### config.mk
export PLATFORM = sky130hd
export DESIGN_NAME = pwm_capture
export DESIGN_NICKNAME = d
export VERILOG_FILES = /design/src/rtl/pwm_capture.sv
export SDC_FILE = /design/constraint.sdc
export NUM_CORES = 1
export LEC_CHECK = 0
export CAP_MARGIN = 20
export CORE_ASPECT_RATIO = 1.2
export CORE_MARGIN = 10
export CORE_UTILIZATION = 40
export CTS_CLUSTER_SIZE = 12
export DETAILED_ROUTE_END_ITERATION = 6
export DONT_BUFFER_PORTS = 1
export PLACE_DENSITY = 0.67
export RECOVER_POWER = 100
export SETUP_SLACK_MARGIN = 0.15
export SLEW_MARGIN = 20
export SYNTH_ARGS = -nofsm -noshare
export SYNTH_HDL_FRONTEND = slang
export SYNTH_SLANG_ARGS = --single-unit
export TNS_END_PERCENT = 10
### constraint.sdc
create_clock -name clk -period 2.2 [get_ports clk]
set_clock_uncertainty 0.2 [all_clocks]
set_input_delay 0.55 -clock clk [delete_from_list [all_inputs] [get_ports clk]]
set_output_delay 0.55 -clock clk [all_outputs]
set_load 0.02 [all_outputs]
### src/rtl/pwm_capture.sv
// PWM input capture: measures high time and period of an asynchronous PWM input and
// derives duty = high*2^DUTY_W/period with a serial restoring divider.
module pwm_capture #(
    parameter int unsigned CNT_W   = 16,
    parameter int unsigned DUTY_W  = 8,
    parameter int unsigned TIMEOUT = 65535
) (
    input  logic              clk,
    input  logic              rst,
    input  logic              pwm_in,
    output logic [DUTY_W-1:0] duty_cycle,
    output logic [CNT_W-1:0]  high_time,
    output logic [CNT_W-1:0]  period,
    output logic              valid,
    output logic              timeout,
    output logic              overrun
);

    localparam int unsigned     ITER_W    = $clog2(DUTY_W + 1);
    localparam logic [CNT_W-1:0] TIMEOUT_C = CNT_W'(TIMEOUT);
    localparam logic [ITER_W-1:0] ITER_END = ITER_W'(DUTY_W);

    typedef enum logic [1:0] {
        ACQUIRE,
        MEASURE,
        DIVIDE
    } state_t;

    state_t state, state_next;

    logic              sync1, sync2, prev;
    logic [1:0]        fill;
    logic              level, rise, fall;
    logic              armed;
    logic [CNT_W-1:0]  cnt;
    logic [CNT_W-1:0]  hi_lat;
    logic [CNT_W-1:0]  hi_load;
    logic [CNT_W-1:0]  per_lat;
    logic [CNT_W:0]    rem;
    logic [CNT_W:0]    rem_dbl;
    logic              rem_ge;
    logic [DUTY_W-1:0] quo;
    logic [ITER_W-1:0] iter;

    logic start_div, finish_div, fire_timeout;

    assign level = sync2;
    assign rise  = sync2 & ~prev;
    assign fall  = ~sync2 & prev;

    assign rem_dbl = rem << 1;
    assign rem_ge  = (rem_dbl >= {1'b0, per_lat});

    always_comb begin
        state_next   = state;
        start_div    = 1'b0;
        finish_div   = 1'b0;
        fire_timeout = 1'b0;
        case (state)
            ACQUIRE: begin
                if (rise && armed) state_next = MEASURE;
            end
            MEASURE: begin
                if (rise) begin
                    start_div  = 1'b1;
                    state_next = DIVIDE;
                end else if (cnt == TIMEOUT_C) begin
                    fire_timeout = 1'b1;
                    state_next   = ACQUIRE;
                end
            end
            DIVIDE: begin
                if (!rise && cnt == TIMEOUT_C) begin
                    fire_timeout = 1'b1;
                    state_next   = ACQUIRE;
                end else if (iter == ITER_END) begin
                    finish_div = 1'b1;
                    state_next = MEASURE;
                end
            end
            default: state_next = ACQUIRE;
        endcase
    end

    always_ff @(posedge clk) begin
        if (rst) state <= ACQUIRE;
        else     state <= state_next;
    end

    always_ff @(posedge clk) begin
        if (rst) begin
            sync1      <= 1'b0;
            sync2      <= 1'b0;
            prev       <= 1'b0;
            fill       <= '0;
            armed      <= 1'b0;
            cnt        <= '0;
            hi_lat     <= '0;
            hi_load    <= '0;
            per_lat    <= '0;
            rem        <= '0;
            quo        <= '0;
            iter       <= '0;
            duty_cycle <= '0;
            high_time  <= '0;
            period     <= '0;
            valid      <= 1'b0;
            timeout    <= 1'b0;
            overrun    <= 1'b0;
        end else begin
            sync1 <= pwm_in;
            sync2 <= sync1;
            prev  <= sync2;
            fill  <= {fill[0], 1'b1};

            if (rise)            cnt <= CNT_W'(1);
            else if (cnt != '1)  cnt <= cnt + CNT_W'(1);
            if (fall) hi_lat <= cnt;

            valid   <= 1'b0;
            overrun <= 1'b0;

            // Arm only once the synchronizer holds real samples, so a pin that is
            // high at reset release cannot look like a fresh rising edge.
            if (state == ACQUIRE && fill[1] && !level) armed <= 1'b1;

            if (start_div) begin
                per_lat <= cnt;
                hi_load <= hi_lat;
                rem     <= {1'b0, hi_lat};
                quo     <= '0;
                iter    <= '0;
            end else if (state == DIVIDE && iter != ITER_END) begin
                rem  <= rem_ge ? (rem_dbl - {1'b0, per_lat}) : rem_dbl;
                quo  <= {quo[DUTY_W-2:0], rem_ge};
                iter <= iter + ITER_W'(1);
            end

            if (state == DIVIDE && rise) overrun <= 1'b1;

            if (finish_div) begin
                duty_cycle <= quo;
                high_time  <= hi_load;
                period     <= per_lat;
                valid      <= 1'b1;
                timeout    <= 1'b0;
            end

            if (fire_timeout) begin
                duty_cycle <= level ? '1 : '0;
                high_time  <= '0;
                period     <= '0;
                valid      <= 1'b1;
                timeout    <= 1'b1;
                armed      <= ~level;
            end
        end
    end

endmodule

Yosys cells after proc, flatten, opt, wreduce, memory -nomap -nowiden
Cells that the tools add are included.
Widths: inputs -> output; s select.
- register bits after elaboration: 143
- bits in latches: 0
- RAM bits: 0
- memory bits (read-only): 0
- input port bits: 3
- logic and storage cells: 86
- memories: 0
- add/sub/neg operators: 3
- $mul: 0
- divide/modulo/power cells: 0
- order comparisons: 1
- equal/unequal tests: 9
- shift-type cells: 0
- mux-type cells: 31
- bitwise gates (word level): 4
- reduce and logical (&&, ||, !) cells: 17
- operators by type and width (operator ; count):
    $mux 16 ; 3
    $mux 8 ; 3
    $mux 1 ; 18
    $ge 17x16->1 ; 1
    $add 16x1->16 const B ; 1
    $eq 16x16->1 const B ; 1
    $ne 16x16->1 const B ; 1
    $sub 16x16->16 ; 1
    $mux 2 ; 5
    $reduce_bool 2->1 ; 4
    $logic_and 1x1->1 ; 6
    $ne 3x3->1 const B ; 2
    $pmux 2 s3 ; 1
    $reduce_or 2->1 ; 3
    $add 4x1->4 const B ; 1
    $eq 4x4->1 const B ; 1
    $ne 4x4->1 const B ; 1
    $reduce_and 3->1 ; 1
    $and 1x1->1 ; 2
    $eq 2x1->1 const B ; 1
    $eq 2x2->1 const B ; 1
    $logic_not 1->1 ; 2
    $logic_not 2->1 ; 1
    $ne 2x2->1 const B ; 1
    other kinds (2) ; 3

Logic depth before layout (Yosys ltp)
- depth in word-level cells: 8
- mapped depth: 10
- depth with buffers taken out: 9

Least setup slack after synthesis
No wires, ideal clock.
- path kind: register to register
- from: reg per_lat[0]
- to: reg rem[12]
- data arrival time: 2.121 ns
- required time: 1.878 ns
- path slack: -0.243 ns
- cell stages (with the launch flop): 8
- buffers on the path: 0
- period minus slack after synthesis: 2.443 ns
- path through: dfxtp_1 > fa_1 > nand2b_1 > a21o_1 > a21o_1 > and4_1 > o32a_1 > a221o_1
- word-level cells in the longest chain between the ends: 4
- elaborated cells between the ends (all ways): 5
- ends and longest elaborated chain (item ; RTL line ; text):
    start, declared ; 38 ; logic [CNT_W-1:0] per_lat;
    start signal, assigned ; 128 ; per_lat <= cnt;
    $sub 16x16->16 or $ge 17x16->1 (tied branches) ; 134, 52 ;
    $mux 16 * ; 134 ; rem <= rem_ge ? (rem_dbl - {1'b0, per_lat}) : rem_dbl;
    $mux 16 * ; 133 ; end else if (state == DIVIDE && iter != ITER_END) begin
    $mux 16 * ; 127 ; if (start_div) begin
    end signal, assigned ; 130 ; rem <= {1'b0, hi_lat};
    end signal, assigned ; 134 ;
    end, declared ; 39 ; logic [CNT_W:0] rem;
Every way passes the cells marked *; elsewhere a longest branch is shown, timed or not. The select of a mux whose other input is x is not followed.
A chain may end at the register's enable or synchronous reset.

Final worst setup path
- from: reg rem[0]
- to: reg rem[12]
- word-level cells in the longest chain between the ends: 4
- elaborated cells between the ends (all ways): 5
- ends and longest elaborated chain (item ; RTL line):
    $sub 16x16->16 or $ge 17x16->1 (tied branches) ; 134, 52
    $mux 16 * ; 134
    $mux 16 * ; 133
    $mux 16 * ; 127
Marks and branches as above.

==> impl_metrics.yaml <==
power:
  irDropWorstVdd_mv: 0.508
  p_per_area_nw_per_um2: 641
  power_leakage_nw: 3.28
drt:
  firstDrtPassIters: 5
  vias: 6311
  vias_per_cell: 5.41
  wire_per_inst_um: 17.4
  ant_nets: 0
  drt_wl_total_um: 20300
  first_iter_violations: 415
  drc: 0
final_layout:
  fin_util_pct: 54.4
  drive_gt1_share_pct: 28.4
  num-fill-cells: 1479
  nNetsFinal: 968
  area_growth_pct: 34.0
  n_antenna_cell: 0
  final_cells: 1166
die:
  initial_core_util_pct: 40.6
  die_x_um: 137
  rows: 51
  dieArea_um2: 22000
  core-area_um2: 16200
  die-height_um: 161
  pin_count: 46
setup_path:
  critical_path_class: "flip-flop to flip-flop"
  r2r-end: "rem[12]$_SDFFE_PP0P_"
  crit_path_start_kind: "flip-flop"
  arrival_ps: 2660
  worst_ep_required_time_ps: 2310
  crit_end: "rem[12]$_SDFFE_PP0P_"
  reg2reg_from: "rem[0]$_SDFFE_PP0P_"
  cp_max_fo: 3
  crit_start: "rem[0]$_SDFFE_PP0P_"
  endpoint_kind: "flip-flop"
  r2r_slack_ps: -340
  rr_worst_depth: 9
clock_network:
  clock_sinks: 143
  htree_levels: 4
  cts_tree: "yes"
  clock_latency_ps: 430
  clk_pin_slew_ps: 60
  cts_buffer_depth: 2
  cts-root-buf: "clkbuf_16"
  cts_made_buffers: 17
sta:
  fin_crit_sh_pct: 116
  max-slew-margin-rel_pct: 46.2
  fmax_mhz: 393
  fin_ws_ps: -344
  period_minus_slack_ps: 2540
  setup_tns_ps: -2700
  drv_slew: 0
  worst_pin_slew_ps: 808
  rsz0062_at_grt: "yes"
  hold_violations: 0
  setup_viol: 39
synth:
  syn_area_um2: 6590
  netlist_instances: 826
  yosysTopAreaCellShare_pct: 43.5
  syn_avg_cell_area_um2: 7.97
  synth_edf_count: 0
  yosysWarnings: 0
  yosysSeqAreaShare_pct: 43.5
  yosysUniqueCellTypes: 68
  yosys.area.top_type: "dfxtp_1"
  ys_ff_latch: 143
  synthesis.nets: 853
  synth_area_leaders: "dfxtp_1 43%, nand2_1 12%, a21oi_1 8.9%"
  synth_ff_type: "dfxtp_1"
  async_reset_ff_share_pct: 0
grt:
  grt_usage_pct: 18.2
  grt_start_max_net_pins: 43
  grt_pass1_vias: 6060
  antenna_found_initial: 0
  grt_pass1_wl_um: 31600
  grt_overflow: 0
run_status:
  status: "finished with violations"
  violations: "setup timing"
place:
  portBuffers: 0
  gp_congestion: 0.958
  placedCellCount: 1118
  dpl.hpwl_um: 13500
job:
  max_cap_violations: 0
min_path:
  hp-class: "input pin to flip-flop"
how the worst min path moves through the flow:
stage,startpoint,to,cells past startpoint
2_1_floorplan,fill[0]$_DFF_P_,fill[1]$_SDFF_PP0_,1
3_3_place_gp,fill[0]$_DFF_P_,fill[1]$_SDFF_PP0_,1
3_5_place_dp,fill[0]$_DFF_P_,fill[1]$_SDFF_PP0_,1
4_1_cts,rst,rem[7]$_SDFFE_PP0P_,1
5_1_grt,rst,rem[7]$_SDFFE_PP0P_,1
6_report,rst,rem[7]$_SDFFE_PP0P_,1
flip-flops by register name, summed over array words and instances (netlist names), 2 cells and up:
name / flops
cnt: 16
duty_cycle: 8
fill: 2
hi_lat: 16
hi_load: 16
high_time: 16
iter: 4
per_lat: 16
period: 16
quo: 8
rem: 16
state: 2
cell families after synthesis:
| logic type | synth area share (%) |
|---|---|
| adder cells (fa/ha/maj) | 4.67 |
| multiplexers | 0.304 |
| flip-flops | 43.5 |
| XOR/XNOR | 3.06 |
| AND/OR/NAND/NOR | 24.3 |
| AO/OA/AOI/OAI | 18.8 |
| buffers and inverters | 5.43 |
worst max-delay path, cell delays in order, from the launching register on:
cell and delay [ps]:
dfxtp_2 330, buf_6 100, inv_4 30, fa_2 380, nand2b_4 150, a21o_1 170
a21o_1 220, and4_1 180, o32a_1 340, a221o_1 320
cells in the mapped netlist (9+ instances only):
cell / instances
nor2_1: 43
xnor2_1: 9
a21oi_1: 117
nand2_1: 213
nor3_1: 27
buf_2: 16
ha_1: 23
nand4_1: 12
xor2_1: 14
clkbuf_1: 24
a211oi_1: 10
dfxtp_1: 143
o21ai_0: 10
a21o_1: 12
a311o_1: 9
inv_1: 27
nand3_1: 12
power breakdown:
part	internal [mW]	total [mW]	switching, mW
Sequential	2.61	2.62	0.0135
Clock	1.56	2.69	1.13
Combinational	0.138	0.345	0.207
stage by stage:
step | setup slack, ps | total power [mW] | hold WS, ps | cell area (um^2)
after floorplan | -147 | 2.87 | 214 | 6640
after global placement | -496 | 2.94 | 219 | 7690
after detailed placement | -516 | 2.94 | 230 | 7690
after CTS | -303 | 5.68 | 21.4 | 8730
after global routing | -374 | 5.83 | 23.0 | 8820
final | -344 | 5.66 | 49.0 | 8820
layout by cell type (no fill, tap or decap), types with 13 or more instances in the layout:
| master | count |
|---|---|
| nand2_1 | 208 |
| dfxtp_1 | 129 |
| clkbuf_16 | 17 |
| a21oi_2 | 26 |
| nand4_1 | 13 |
| xor2_1 | 14 |
| dfxtp_2 | 14 |
| nor2_1 | 39 |
| a21oi_1 | 92 |
| buf_4 | 118 |
| inv_1 | 22 |
| nor3_1 | 22 |
repair_timing:
action                                  4_1_cts  5_1_grt
gates resized for setup                      79       38
hold buffers                                  8        0
buffers inserted                              5        1
pin swaps                                    43       36
endpoints found under the hold margin        13        0
gates cloned                                  2        0
endpoints found under the setup margin       57       63
cell type report:
type	instances	area (um^2)	share of cell area, %
multi-input cells	607	3830	43.4
well taps	212	265	3.01
repair buffers	144	1190	13.4
flip-flops and latches	143	2880	32.6
clock inverters	11	110	1.25
clock buffers	21	440	4.99
inverters	28	108	1.22
metal layers:
metal	part of all wire, %	GRT usage [%]	routed length, um	vias to the layer above
met1	41	20.8	8250	2955
met4	5.5	10.7	1120	0
met5	0	0	0	-
met3	5.7	4.15	1170	74
met2	48	30.3	9750	217
li1	-	-	-	3065
No activity file was read; power rests on OpenSTA's default activity.
